### config.mk
export PLATFORM = sky130hd
export DESIGN_NAME = mul_div_unit
export DESIGN_NICKNAME = d
export VERILOG_FILES = /design/src/rtl/mul_div_unit.sv
export SDC_FILE = /design/constraint.sdc
export NUM_CORES = 1
export LEC_CHECK = 0
export ABC_AREA = 0
export CELL_PAD_IN_SITES_DETAIL_PLACEMENT = 2
export CELL_PAD_IN_SITES_GLOBAL_PLACEMENT = 2
export CORE_MARGIN = 2
export CORE_UTILIZATION = 24
export DETAILED_ROUTE_END_ITERATION = 7
export GPL_ROUTABILITY_DRIVEN = 0
export MAX_ROUTING_LAYER = met4
export PLACE_DENSITY = 0.68
export SETUP_SLACK_MARGIN = 0.5
export SYNTH_ARGS = -nofsm -noshare
export SYNTH_HDL_FRONTEND = slang
export SYNTH_SLANG_ARGS = --single-unit
### constraint.sdc
create_clock -name Clock -period 8.1 [get_ports Clock]
set_input_delay 1.62 -clock Clock [delete_from_list [all_inputs] [get_ports Clock]]
set_output_delay 1.62 -clock Clock [all_outputs]
set_load 0.02 [all_outputs]
### src/rtl/mul_div_unit.sv
// -----------------------------------------------------------------------------
// mul_div_unit
//   Multi-cycle signed WIDTH x WIDTH multiply and WIDTH / WIDTH divide engine.
//   The control unit pulses start with op/A/B, stalls on busy, and takes the
//   2*WIDTH-bit C word when done pulses. C then holds until the next
//   operation completes.
//
//   MUL: Booth recoding over {acc, Q, q-1} with an arithmetic right shift per
//        iteration; exact 2*WIDTH-bit signed product.
//   DIV: restoring division on operand magnitudes, followed by sign fix-up.
//        Quotient truncates toward zero, remainder takes the dividend's sign.
//        Divide by zero gives quotient = all ones, remainder = A, div_zero = 1.
//
//   Optional build macro:
//     BOOTH_RADIX4_EN  defined   -> MUL uses radix-4 bit-pair recoding,
//                                   WIDTH/2 iterations (WIDTH must be even).
//                      undefined -> MUL uses radix-2 Booth, WIDTH iterations.
//     DIV and all other port timing are the same in both builds.
//
//   Timing: start sampled at edge 0 -> one set-up edge (magnitudes, Booth
//   operands), N iteration edges, one fix-up edge that writes C; done is high
//   after edge N+2.
//
// Ports
//   Clock     in   1        rising-edge clock
//   Clear     in   1        synchronous active-high reset, beats everything
//   start     in   1        begin operation, only honoured while idle
//   op        in   1        0 = MUL, 1 = DIV (latched with start)
//   A         in   WIDTH    multiplicand / dividend, two's complement
//   B         in   WIDTH    multiplier / divisor, two's complement
//   C         out  2*WIDTH  MUL: product. DIV: {remainder, quotient}
//   busy      out  1        high from the accepted start edge through DONE
//   done      out  1        one-cycle pulse, C valid from this cycle on
//   div_zero  out  1        DIV with B == 0; held until the next start
// -----------------------------------------------------------------------------
module mul_div_unit #(
  parameter int WIDTH = 32
) (
  input  logic               Clock,
  input  logic               Clear,
  input  logic               start,
  input  logic               op,
  input  logic [WIDTH-1:0]   A,
  input  logic [WIDTH-1:0]   B,
  output logic [2*WIDTH-1:0] C,
  output logic               busy,
  output logic               done,
  output logic               div_zero
);

  localparam int CNT_W = $clog2(WIDTH) + 1;
  // Accumulator carries two guard bits: enough for acc +/- 2M in radix-4 and
  // for |B| = 2^(WIDTH-1) in the divider's trial subtraction.
  localparam int AW    = WIDTH + 2;
  localparam int DIV_N = WIDTH;
`ifdef BOOTH_RADIX4_EN
  localparam int MUL_N = WIDTH / 2;
`else
  localparam int MUL_N = WIDTH;
`endif

  typedef enum logic [1:0] {
    S_IDLE,
    S_RUN,
    S_FIX,
    S_DONE
  } state_t;

  state_t             state_q, state_d;
  logic               op_q, op_d;
  logic [WIDTH-1:0]   a_q, a_d;
  logic [WIDTH-1:0]   b_q, b_d;
  logic               prep_q, prep_d;     // first RUN edge is operand set-up
  logic [CNT_W-1:0]   iter_q, iter_d;
  logic [AW-1:0]      acc_q, acc_d;       // MUL accumulator / DIV remainder
  logic [WIDTH-1:0]   q_q, q_d;           // MUL multiplier / DIV quotient
  logic               qm1_q, qm1_d;       // Booth q-1 bit
  logic [AW-1:0]      m_q, m_d;           // MUL sext(B) / DIV |B|
  logic [2*WIDTH-1:0] c_q, c_d;
  logic               dz_q, dz_d;

  // ---------------------------------------------------------------------------
  // Booth step
  // ---------------------------------------------------------------------------
  logic [AW-1:0]    mul_sum;
  logic [AW-1:0]    mul_acc_n;
  logic [WIDTH-1:0] mul_q_n;
  logic             mul_qm1_n;

`ifdef BOOTH_RADIX4_EN
  logic [AW-1:0] m2;

  always_comb begin
    m2 = {m_q[AW-2:0], 1'b0};
    case ({q_q[1:0], qm1_q})
      3'b001, 3'b010: mul_sum = acc_q + m_q;
      3'b011:         mul_sum = acc_q + m2;
      3'b100:         mul_sum = acc_q - m2;
      3'b101, 3'b110: mul_sum = acc_q - m_q;
      default:        mul_sum = acc_q;
    endcase
    // {sum, Q, q-1} >>> 2: the new q-1 is the old Q[1]
    {mul_acc_n, mul_q_n, mul_qm1_n} = {{2{mul_sum[AW-1]}}, mul_sum, q_q[WIDTH-1:1]};
  end
`else
  always_comb begin
    case ({q_q[0], qm1_q})
      2'b01:   mul_sum = acc_q + m_q;
      2'b10:   mul_sum = acc_q - m_q;
      default: mul_sum = acc_q;
    endcase
    // {sum, Q, q-1} >>> 1: the new q-1 is the old Q[0]
    {mul_acc_n, mul_q_n, mul_qm1_n} = {mul_sum[AW-1], mul_sum, q_q};
  end
`endif

  // ---------------------------------------------------------------------------
  // Restoring divide step: shift {rem, quotient} left, trial-subtract |B|.
  // ---------------------------------------------------------------------------
  logic [WIDTH:0]   div_shift;
  logic [AW-1:0]    div_trial;
  logic [AW-1:0]    div_acc_n;
  logic [WIDTH-1:0] div_q_n;

  always_comb begin
    div_shift = {acc_q[WIDTH-1:0], q_q[WIDTH-1]};
    div_trial = {1'b0, div_shift} - {1'b0, m_q[WIDTH:0]};
    if (div_trial[AW-1]) begin
      div_acc_n = {1'b0, div_shift};        // negative: restore
    end else begin
      div_acc_n = div_trial;
    end
    div_q_n = {q_q[WIDTH-2:0], ~div_trial[AW-1]};
  end

  // ---------------------------------------------------------------------------
  // Operand magnitudes in WIDTH+1 bits so that the most negative value has a
  // representable magnitude.
  // ---------------------------------------------------------------------------
  logic [WIDTH:0] a_ext, b_ext, a_mag, b_mag;

  always_comb begin
    a_ext = {a_q[WIDTH-1], a_q};
    b_ext = {b_q[WIDTH-1], b_q};
    a_mag = a_ext[WIDTH] ? (~a_ext + 1'b1) : a_ext;
    b_mag = b_ext[WIDTH] ? (~b_ext + 1'b1) : b_ext;
  end

  // ---------------------------------------------------------------------------
  // Sign fix-up of the divider result
  // ---------------------------------------------------------------------------
  logic [WIDTH-1:0] quot_fix, rem_fix;

  always_comb begin
    quot_fix = (a_q[WIDTH-1] ^ b_q[WIDTH-1]) ? (~q_q + 1'b1) : q_q;
    rem_fix  = a_q[WIDTH-1] ? (~acc_q[WIDTH-1:0] + 1'b1) : acc_q[WIDTH-1:0];
  end

  // ---------------------------------------------------------------------------
  // FSM next state and datapath next values
  // ---------------------------------------------------------------------------
  always_comb begin
    state_d = state_q;
    op_d    = op_q;
    a_d     = a_q;
    b_d     = b_q;
    prep_d  = prep_q;
    iter_d  = iter_q;
    acc_d   = acc_q;
    q_d     = q_q;
    qm1_d   = qm1_q;
    m_d     = m_q;
    c_d     = c_q;
    dz_d    = dz_q;

    case (state_q)
      S_IDLE: begin
        if (start) begin
          op_d    = op;
          a_d     = A;
          b_d     = B;
          prep_d  = 1'b1;
          iter_d  = op ? CNT_W'(DIV_N) : CNT_W'(MUL_N);
          dz_d    = 1'b0;
          state_d = S_RUN;
        end
      end

      S_RUN: begin
        if (prep_q) begin
          // Set-up edge: load the shift registers, no iteration counted.
          prep_d = 1'b0;
          qm1_d  = 1'b0;
          if (op_q) begin
            // Dividend magnitude sits in {acc, Q}; its top bit is always 0
            // after the magnitude step but is carried for completeness.
            acc_d = AW'(a_mag[WIDTH]);
            q_d   = a_mag[WIDTH-1:0];
            m_d   = {1'b0, b_mag};
          end else begin
            acc_d = '0;
            q_d   = a_q;
            m_d   = {{2{b_q[WIDTH-1]}}, b_q};
          end
        end else begin
          if (op_q) begin
            acc_d = div_acc_n;
            q_d   = div_q_n;
          end else begin
            acc_d = mul_acc_n;
            q_d   = mul_q_n;
            qm1_d = mul_qm1_n;
          end
          iter_d = iter_q - 1'b1;
          if (iter_q == CNT_W'(1)) begin
            state_d = S_FIX;
          end
        end
      end

      S_FIX: begin
        if (!op_q) begin
          c_d = {acc_q[WIDTH-1:0], q_q};
        end else if (b_q == '0) begin
          c_d  = {a_q, {WIDTH{1'b1}}};
          dz_d = 1'b1;
        end else begin
          c_d = {rem_fix, quot_fix};
        end
        state_d = S_DONE;
      end

      S_DONE: begin
        state_d = S_IDLE;
      end

      default: begin
        state_d = S_IDLE;
      end
    endcase
  end

  always_ff @(posedge Clock) begin
    if (Clear) begin
      state_q <= S_IDLE;
      op_q    <= 1'b0;
      a_q     <= '0;
      b_q     <= '0;
      prep_q  <= 1'b0;
      iter_q  <= '0;
      acc_q   <= '0;
      q_q     <= '0;
      qm1_q   <= 1'b0;
      m_q     <= '0;
      c_q     <= '0;
      dz_q    <= 1'b0;
    end else begin
      state_q <= state_d;
      op_q    <= op_d;
      a_q     <= a_d;
      b_q     <= b_d;
      prep_q  <= prep_d;
      iter_q  <= iter_d;
      acc_q   <= acc_d;
      q_q     <= q_d;
      qm1_q   <= qm1_d;
      m_q     <= m_d;
      c_q     <= c_d;
      dz_q    <= dz_d;
    end
  end

  assign C        = c_q;
  assign busy     = (state_q != S_IDLE);
  assign done     = (state_q == S_DONE);
  assign div_zero = dz_q;

endmodule

Word-level counts from Yosys, hierarchy flattened
Index checks and enable logic that the tools add are counted.
{"block": "word_totals", "wordCells": 80, "regBits": 240, "out_inout_bits": 67}
{"block": "op_classes", "n_mux": 30, "eq_ne": 12, "n_bitwise": 6, "n_reduce_logical": 12, "addsub": 8}
{"cell": "$mux W32", "count": 5}
{"cell": "$mux W64", "count": 2}
{"cell": "$mux W34", "count": 3}
{"cell": "$mux W33", "count": 3}
{"cell": "$pmux W34 S2", "count": 1}
{"cell": "$add A33 B1 Y33 const B", "count": 2}
{"cell": "$not A33 Y33", "count": 2}
{"cell": "$add A32 B1 Y32 const B", "count": 2}
{"cell": "$not A32 Y32", "count": 2}
{"cell": "$add A34 B34 Y34", "count": 1}
{"cell": "$sub A33 B33 Y34", "count": 1}
{"cell": "$sub A34 B34 Y34", "count": 1}
{"cell": "$logic_not A32 Y1", "count": 1}
{"cell": "$mux W6", "count": 2}
{"cell": "$pmux W6 S2", "count": 1}
{"cell": "$ne A2 B2 Y1 const B", "count": 5}
{"cell": "$pmux W2 S4", "count": 1}
{"cell": "$reduce_and A2 Y1", "count": 4}
{"cell": "$mux W1", "count": 7}
{"cell": "$eq A2 B2 Y1 const B", "count": 3}
{"cell": "$eq A6 B1 Y1 const B", "count": 1}
{"cell": "$mux W2", "count": 3}
{"cell": "$reduce_and A3 Y1", "count": 2}
{"cell": "$reduce_bool A2 Y1", "count": 3}
{"cell": "other kinds (8)", "count": 10}

Longest topological paths before layout
Gate-level depths: netlist (run 1).
{"block": "logic_depth", "depth_word": 5, "mapped_depth": 19}

Least setup slack after synthesis (run 1)
OpenSTA, ideal clock, no wires.
{"block": "synth_timing", "path_type": "flip-flop to flip-flop", "startpoint": "register m_q[7]", "endpoint": "register acc_q[32]", "slack_ns": 4.011, "stages_incl_launch_ff": 19, "arrival_ns": 3.957, "required_ns": 7.968, "path_buffers": 1, "cell_sequence": "dfxtp_1 > or4_1 > nor3_1 > and4_1 > a21oi_1 > xnor2_1 > ha_1 > clkbuf_1 > nand2_1 > nor2_1 > and4_1 > a311o_1 > o21a_1 > o41ai_1 > o211ai_1 > a211oi_1 > xnor2_1 > a22oi_1 > a21oi_1"}
{"block": "synth_between", "elab_chain_len": 4}
{"element": "start, declared", "line": "78", "rtl": "logic [AW-1:0] m_q, m_d;"}
{"element": "start signal, assigned", "line": "267", "rtl": "m_q <= m_d;"}
{"element": "$sub A34 B34 Y34 (tied with other cells)", "line": "109", "rtl": "2'b10: mul_sum = acc_q - m_q;"}
{"element": "$pmux W34 S2 or $mux W33 (tied branches)", "line": "107, 128"}
{"element": "$mux W34 (*)", "line": "206", "rtl": "if (op_q) begin"}
{"element": "$mux W34 (*)", "line": "190", "rtl": "if (prep_q) begin"}
{"element": "end signal, assigned", "line": "251", "rtl": "acc_q <= '0;"}
{"element": "end signal, assigned", "line": "264", "rtl": "acc_q <= acc_d;"}
{"element": "end, declared", "line": "75", "rtl": "logic [AW-1:0] acc_q, acc_d;"}
Mark *: on every way between the ends. The rest lies on a longest branch, timed or not.
A chain may end at the register's enable or synchronous reset.

Worst setup path after layout (run 1)
{"block": "layout_timing", "startpoint": "register q_q[0]", "endpoint": "register acc_q[31]"}
{"block": "layout_between", "elab_chain_len": 4}
{"element": "start, declared", "line": "76", "rtl": "logic [WIDTH-1:0] q_q, q_d;"}
{"element": "start signal, assigned", "line": "265", "rtl": "q_q <= q_d;"}
{"element": "$eq A2 B2 Y1 or $eq A2 B1 Y1 (tied branches)", "line": "107", "rtl": "case ({q_q[0], qm1_q})"}
{"element": "$pmux W34 S2 (*)", "line": "107"}
{"element": "$mux W34 (*)", "line": "206"}
{"element": "$mux W34 (*)", "line": "190"}
Marks and branches as above.

==> results of run 1 <==
flip-flops by register name, summed over array words and instances, names as in the netlist:
register and count:
C 64, acc_q 34, m_q 34, a_q 32
b_q 32, q_q 32, iter_q 6, state_q 2
div_zero 1, op_q 1, prep_q 1, qm1_q 1
metrics by stage:
stage / cells / utilization / setup WS (ns) / area, um2
5_1_grt: 3291 / 0.290 / 2.56 / 20400
3_5_place_dp: 3226 / 0.273 / 3.02 / 19200
2_1_floorplan: 2286 / - / 4.01 / 17100
6_report: 3291 / 0.290 / 2.84 / 20400
4_1_cts: 3290 / 0.290 / 2.91 / 20400
3_3_place_gp: 3226 / 0.273 / 3.29 / 19200
worst min-delay path by stage:
stage | cells past startpoint | slack, ns | end
global route | 2 | 0.51 | C[28]
floorplan | 2 | 0.45 | m_q[33]
CTS | 2 | 0.48 | C[28]
global placement | 2 | 0.47 | m_q[33]
finish | 2 | 0.48 | C[28]
detailed placement | 2 | 0.47 | C[28]
per-layer routing:
| metal | vias to the layer above | part of all wire | global-route usage |
|---|---|---|---|
| li1 | 8276 | - | - |
| met1 | 8695 | 0.44 | 0.233 |
| met2 | 270 | 0.48 | 0.324 |
| met3 | 125 | 0.029 | 0.0224 |
| met4 | 0 | 0.042 | 0.0839 |
| met5 | - | 0 | - |
cells by family (layout without fill, tap and decap cells):
| group | count (synthesis) | in the layout | synth area share |
|---|---|---|---|
| simple gates | 771 | 771 | 0.205 |
| compound gates | 718 | 718 | 0.270 |
| flops | 240 | 240 | 0.281 |
| buf+inv | 225 | 289 | 0.0501 |
| xor+xnor | 184 | 184 | 0.0943 |
| fa+ha+maj | 80 | 80 | 0.0595 |
| mux | 68 | 68 | 0.0398 |
| other cells | 0 | 1 | 0 |
final cells by class:
| type | count | area, um2 |
|---|---|---|
| Clock inverter | 13 | 191 |
| Antenna cell | 1 | 2.50 |
| Clock buffer | 51 | 997 |
| Timing Repair Buffer | 157 | 1520 |
| Sequential cell | 240 | 4810 |
| Tap cell | 940 | 1180 |
| Multi-Input combinational cell | 1821 | 11500 |
| Inverter | 68 | 255 |
| Fill cell | 8130 | 49900 |
placed cells by master (no fill, tap or decap), types with 16 or more instances in the layout:
cell | synthesis | final
nor4_1 | 16 | 16
a21o_1 | 49 | 49
nor2_1 | 245 | 245
buf_4 | 0 | 23
a311oi_1 | 34 | 34
o31ai_1 | 25 | 25
clkbuf_16 | 0 | 36
inv_1 | 67 | 67
xnor2_1 | 117 | 117
nand3_1 | 30 | 30
o211ai_1 | 16 | 16
a31oi_1 | 29 | 29
mux2i_1 | 68 | 68
o21ai_0 | 127 | 126
xor2_1 | 67 | 67
o41ai_1 | 16 | 16
clkdlybuf4s50_1 | 0 | 133
a211oi_1 | 62 | 62
ha_1 | 78 | 76
dfxtp_1 | 240 | 238
nor3_1 | 38 | 37
nor2b_1 | 26 | 26
o21a_1 | 16 | 16
or3_1 | 18 | 18
nand2b_1 | 20 | 20
a22o_1 | 16 | 16
a21oi_1 | 242 | 242
nand2_1 | 292 | 291
tightest hold or removal path: stages, from the launching register on:
cell and delay, ns:
dfxtp_1 0.31, nor2_1 0.08, nor3_1 0.05
==> flow_summary.toml, run 1 <==
[clock_tree]
ctsLongestPathBuffers = 3
cts.sinks = 240
cts-root-buf = "clkbuf_16"
postCtsSetupRepairBufs = 0
clock_latency_ns = 0.57
clk_pin_slew_ns = 0.06
cts_tree = "done"
hold_buffers = 0
cts_buffers = 35
cts_resized = 0
h-tree-depth = 2

[worst_setup_path]
path_depth = 15
cp.required_ns = 8.56
startpoint = "q_q[0]"
cp_top_family = "compound AO/OA/AOI/OAI gates"
timing.rr.start = "q_q[0]"
max_stage_delay_ns = 0.84
r2r_slack_ns = 2.84
criticalPathCategory = "reg -> reg"
cp_cell_sequence = "ha_1 > mux2i_1 > inv_1 > fa_1 > nor2b_1 > o21ai_0 > nand2b_1 > a31oi_1 > o31ai_1 > a31oi_1 > o41ai_1 > a311oi_1 > xnor2_1 > o211ai_1 > a221oi_1"
cp_slowest_cell = "o41ai_1"
critPathLaunchType = "register"
cp_max_fo = 12
crit_end = "acc_q[31]"
path_buf_inv = 1
ff2ff_path_depth = 15
r2r_end = "acc_q[31]"
cp-end-kind = "register"
cp.arrival_ns = 5.71
path_common_cell = "a31oi_1"

[layout]
fin_nets = 2471
drive_gt1_frac = 0.0430
area_growth_pct = 19.4

[global_routing]
grt_first_pass_wirelength_um = 109000
grtUsageTotal = 0.193
grt_pass1_vias = 18500
overflow = 0
grt_max_degree = 78
antenna_found_initial = 1

[floorplanning]
initial_utilization = 0.243
coreArea_mm2 = 0.0703
pin_count = 135
die_w_um = 271
die_h_um = 271
dieArea_mm2 = 0.0733
num_rows = 97

[timing]
max_clock_freq_mhz = 190
finalCritPeriodShare = 0.649
skew_ns = 0.0317
drv_slew = 0
rsz0062_at_grt = "no"
setup_viol = 0
holdWs_ns = 0.480
relSlewSlack = 0.182
setup_tns_ns = 0
worst_pin_slew_ns = 1.22
min_period_ns = 5.26
timing.final.hold_violations = 0

[detailed_routing]
avgRoutedWirePerCell_um = 21.4
via_count = 17400
finalWirelength_um = 70500
drc_errors = 0
drt_iter0_markers = 965
drtAntennaViolNets = 0
via_per_inst = 5.28
drtPass1Iterations = 5

[run]
maxCapViolations = 0

[logic_synthesis]
yosys.area.top_type = "dfxtp_1"
ys_seq_area_frac = 0.281
ys.flop_type = "dfxtp_1"
netlist.area_leader.share = 0.281
netlist_top_cells_count = "292 x nand2_1, 245 x nor2_1, 242 x a21oi_1"
syn_inst = 2286
synthArstFlopShare = 0
synth_fp_nets = 2434
syn-cell-area_mm2 = 0.0171
synth-seq-cells = 240
synth_warnings = 0
synth_cell_types = 75
synth_edf_count = 0
synthTopCellsByArea = "dfxtp_1 28%, a21oi_1 7.1%, nand2_1 6.4%"
yosysMostFrequentCell = "nand2_1"
syn_area_per_cell_um2 = 7.47

[hold_path]
min-delay-start = "C[28]"
hp-class = "reg -> reg"

[place]
hpwl_um = 53000
portBuffers = 134

[run_status]
status = "finished, final reports clean"
Power of run 1 is left out: the tool's default activity adds up to more than one toggle a clock period on the data nets, which glitch-free logic cannot reach.
==> run 2, diff against run 1 <==
==> constraint.sdc (replaced) <==
create_clock -name Clock -period 5.3 [get_ports Clock]
set_input_delay 1.06 -clock Clock [delete_from_list [all_inputs] [get_ports Clock]]
set_output_delay 1.06 -clock Clock [all_outputs]
set_load 0.02 [all_outputs]
==> flow_summary.toml, run 2 (synthesis gave the netlist of run 1 again) <==
[timing]
skew_ns = 0.0281
timing.final.hold_violations = 0
drv_slew = 0
min_period_ns = 4.53
worst_pin_slew_ns = 1.06
finalCritPeriodShare = 0.854
setup_viol = 0
setup_tns_ns = 0
relSlewSlack = 0.292
max_clock_freq_mhz = 221
rsz0062_at_grt = "no"

[floorplanning]
num_rows = 97
coreArea_mm2 = 0.0703
initial_utilization = 0.243
dieArea_mm2 = 0.0733
pin_count = 135
die_h_um = 271
die_w_um = 271

[place]
hpwl_um = 53800
dp.cells = 3242
portBuffers = 134

[worst_setup_path]
cp_slowest_cell = "or4_1"
cp_max_fo = 7
cp.required_ns = 5.79
max_stage_delay_ns = 0.59
r2r_slack_ns = 0.77
criticalPathCategory = "reg -> reg"
cp.arrival_ns = 5.01
cp_cell_sequence = "or4_1 > nor3_2 > and4_1 > a41oi_1 > xnor2_1 > ha_1 > nand2_1 > nor2_1 > and4_1 > nand4_1 > a21oi_2 > nor3_2 > o311ai_0 > o211ai_1 > xnor2_1 > a21oi_1 > a21oi_1"
cp-end-kind = "register"
critPathLaunchType = "register"

[detailed_routing]
drtAntennaViolNets = 0
drt_iter0_markers = 882
drtPass1Iterations = 5
finalWirelength_um = 71200
avgRoutedWirePerCell_um = 21.5
via_per_inst = 5.27
drc_errors = 0
via_count = 17400

[global_routing]
overflow = 0
antenna_found_initial = 2
grt_pass1_vias = 18800
grt_first_pass_wirelength_um = 110000
grtUsageTotal = 0.195
grt_max_degree = 141

[clock_tree]
h-tree-depth = 2
clock_latency_ns = 0.57
ctsLongestPathBuffers = 3
hold_buffers = 0
cts-root-buf = "clkbuf_16"
cts.sinks = 240
cts_buffers = 35
cts_resized = 1
postCtsSetupRepairBufs = 0
clk_pin_slew_ns = 0.06
cts_tree = "done"

[layout]
nFillCells = 8125
fin_nets = 2487
antennaDiodeCount = 0
final_cells = 3304
final_common_cell = "nand2_1"
final_cell_mix = "291 x nand2_1, 244 x nor2_1, 241 x a21oi_1"
area_growth_pct = 20.7
largest_register_ffs = 64
drive_gt1_frac = 0.0563

[hold_path]
hp-class = "reg -> reg"

[power_and_ir_drop]
ir_worst_vdd_uv = 655
p_leak_nw = 7.53
powerDensity_mw_per_mm2 = 832

[run_status]
status = "finished, final reports clean"

[run]
maxCapViolations = 0
[run 2: changes by cell type in the layout (fill, tap and decap cells not counted), sizes merged]
cell | previous run | this run
buf | 24 | 40
clkbuf | 51 | 46
clkinv | 7 | 10
clkinvlp | 0 | 2
diode | 1 | 0
inv | 70 | 68
[run 2: cell type report]
cell class,count,area (um2),share of cell area
Clock inverter,16,226,0.0110
Clock buffer,46,997,0.0483
Multi-Input combinational cell,1821,11500,0.558
Sequential cell,240,4810,0.233
Tap cell,940,1180,0.0570
Timing Repair Buffer,173,1650,0.0799
Inverter,68,255,0.0124
[run 2: stage by stage]
| step | cell area [um2] | worst slack [ns] | power, mW | hold WS (ns) | utilization |
|---|---|---|---|---|---|
| 2_1_floorplan | 17100 | 1.21 | 10.8 | 0.448 | - |
| 3_3_place_gp | 19300 | 0.534 | 14.1 | 0.456 | 0.275 |
| 3_5_place_dp | 19300 | 0.338 | 14.5 | 0.481 | 0.275 |
| 4_1_cts | 20600 | 0.503 | 17.2 | 0.491 | 0.293 |
| 5_1_grt | 20600 | 0.488 | 18.5 | 0.516 | 0.294 |
| 6_report | 20600 | 0.774 | 17.2 | 0.486 | 0.294 |
[run 2: report_power, final]
group	internal, mW	total [mW]	switching (mW)	leakage, nW
sequential	2.19	2.79	0.607	1.95
combinational	4.40	11.9	7.45	4.97
clock	1.53	2.51	0.980	0.600
[run 2: worst paths after layout]
kind               start  cells past startpoint         to
setup reg to reg  m_q[7]                     17  acc_q[30]
setup / recovery  m_q[7]                     17  acc_q[30]
hold reg to reg     C[8]                      2       C[8]
hold / removal      C[8]                      2       C[8]
[run 2: worst max-delay path, delay by kind of cell, from the launching register on]
family,cells,cell delay [ns]
AND/OR/NAND/NOR,8,1.95
XOR/XNOR,2,0.40
flip-flops,1,0.36
AO/OA/AOI/OAI,6,1.30
adder cells (fa/ha/maj),1,0.42
[run 2: per-layer routing]
| layer | track usage | part of all wire | vias to the layer above |
|---|---|---|---|
| li1 | - | - | 8299 |
| met4 | 0.0810 | 0.041 | 0 |
| met5 | - | 0 | - |
| met1 | 0.232 | 0.44 | 8718 |
| met2 | 0.334 | 0.49 | 267 |
| met3 | 0.0201 | 0.027 | 142 |
Power figures use the tool's default switching activity.
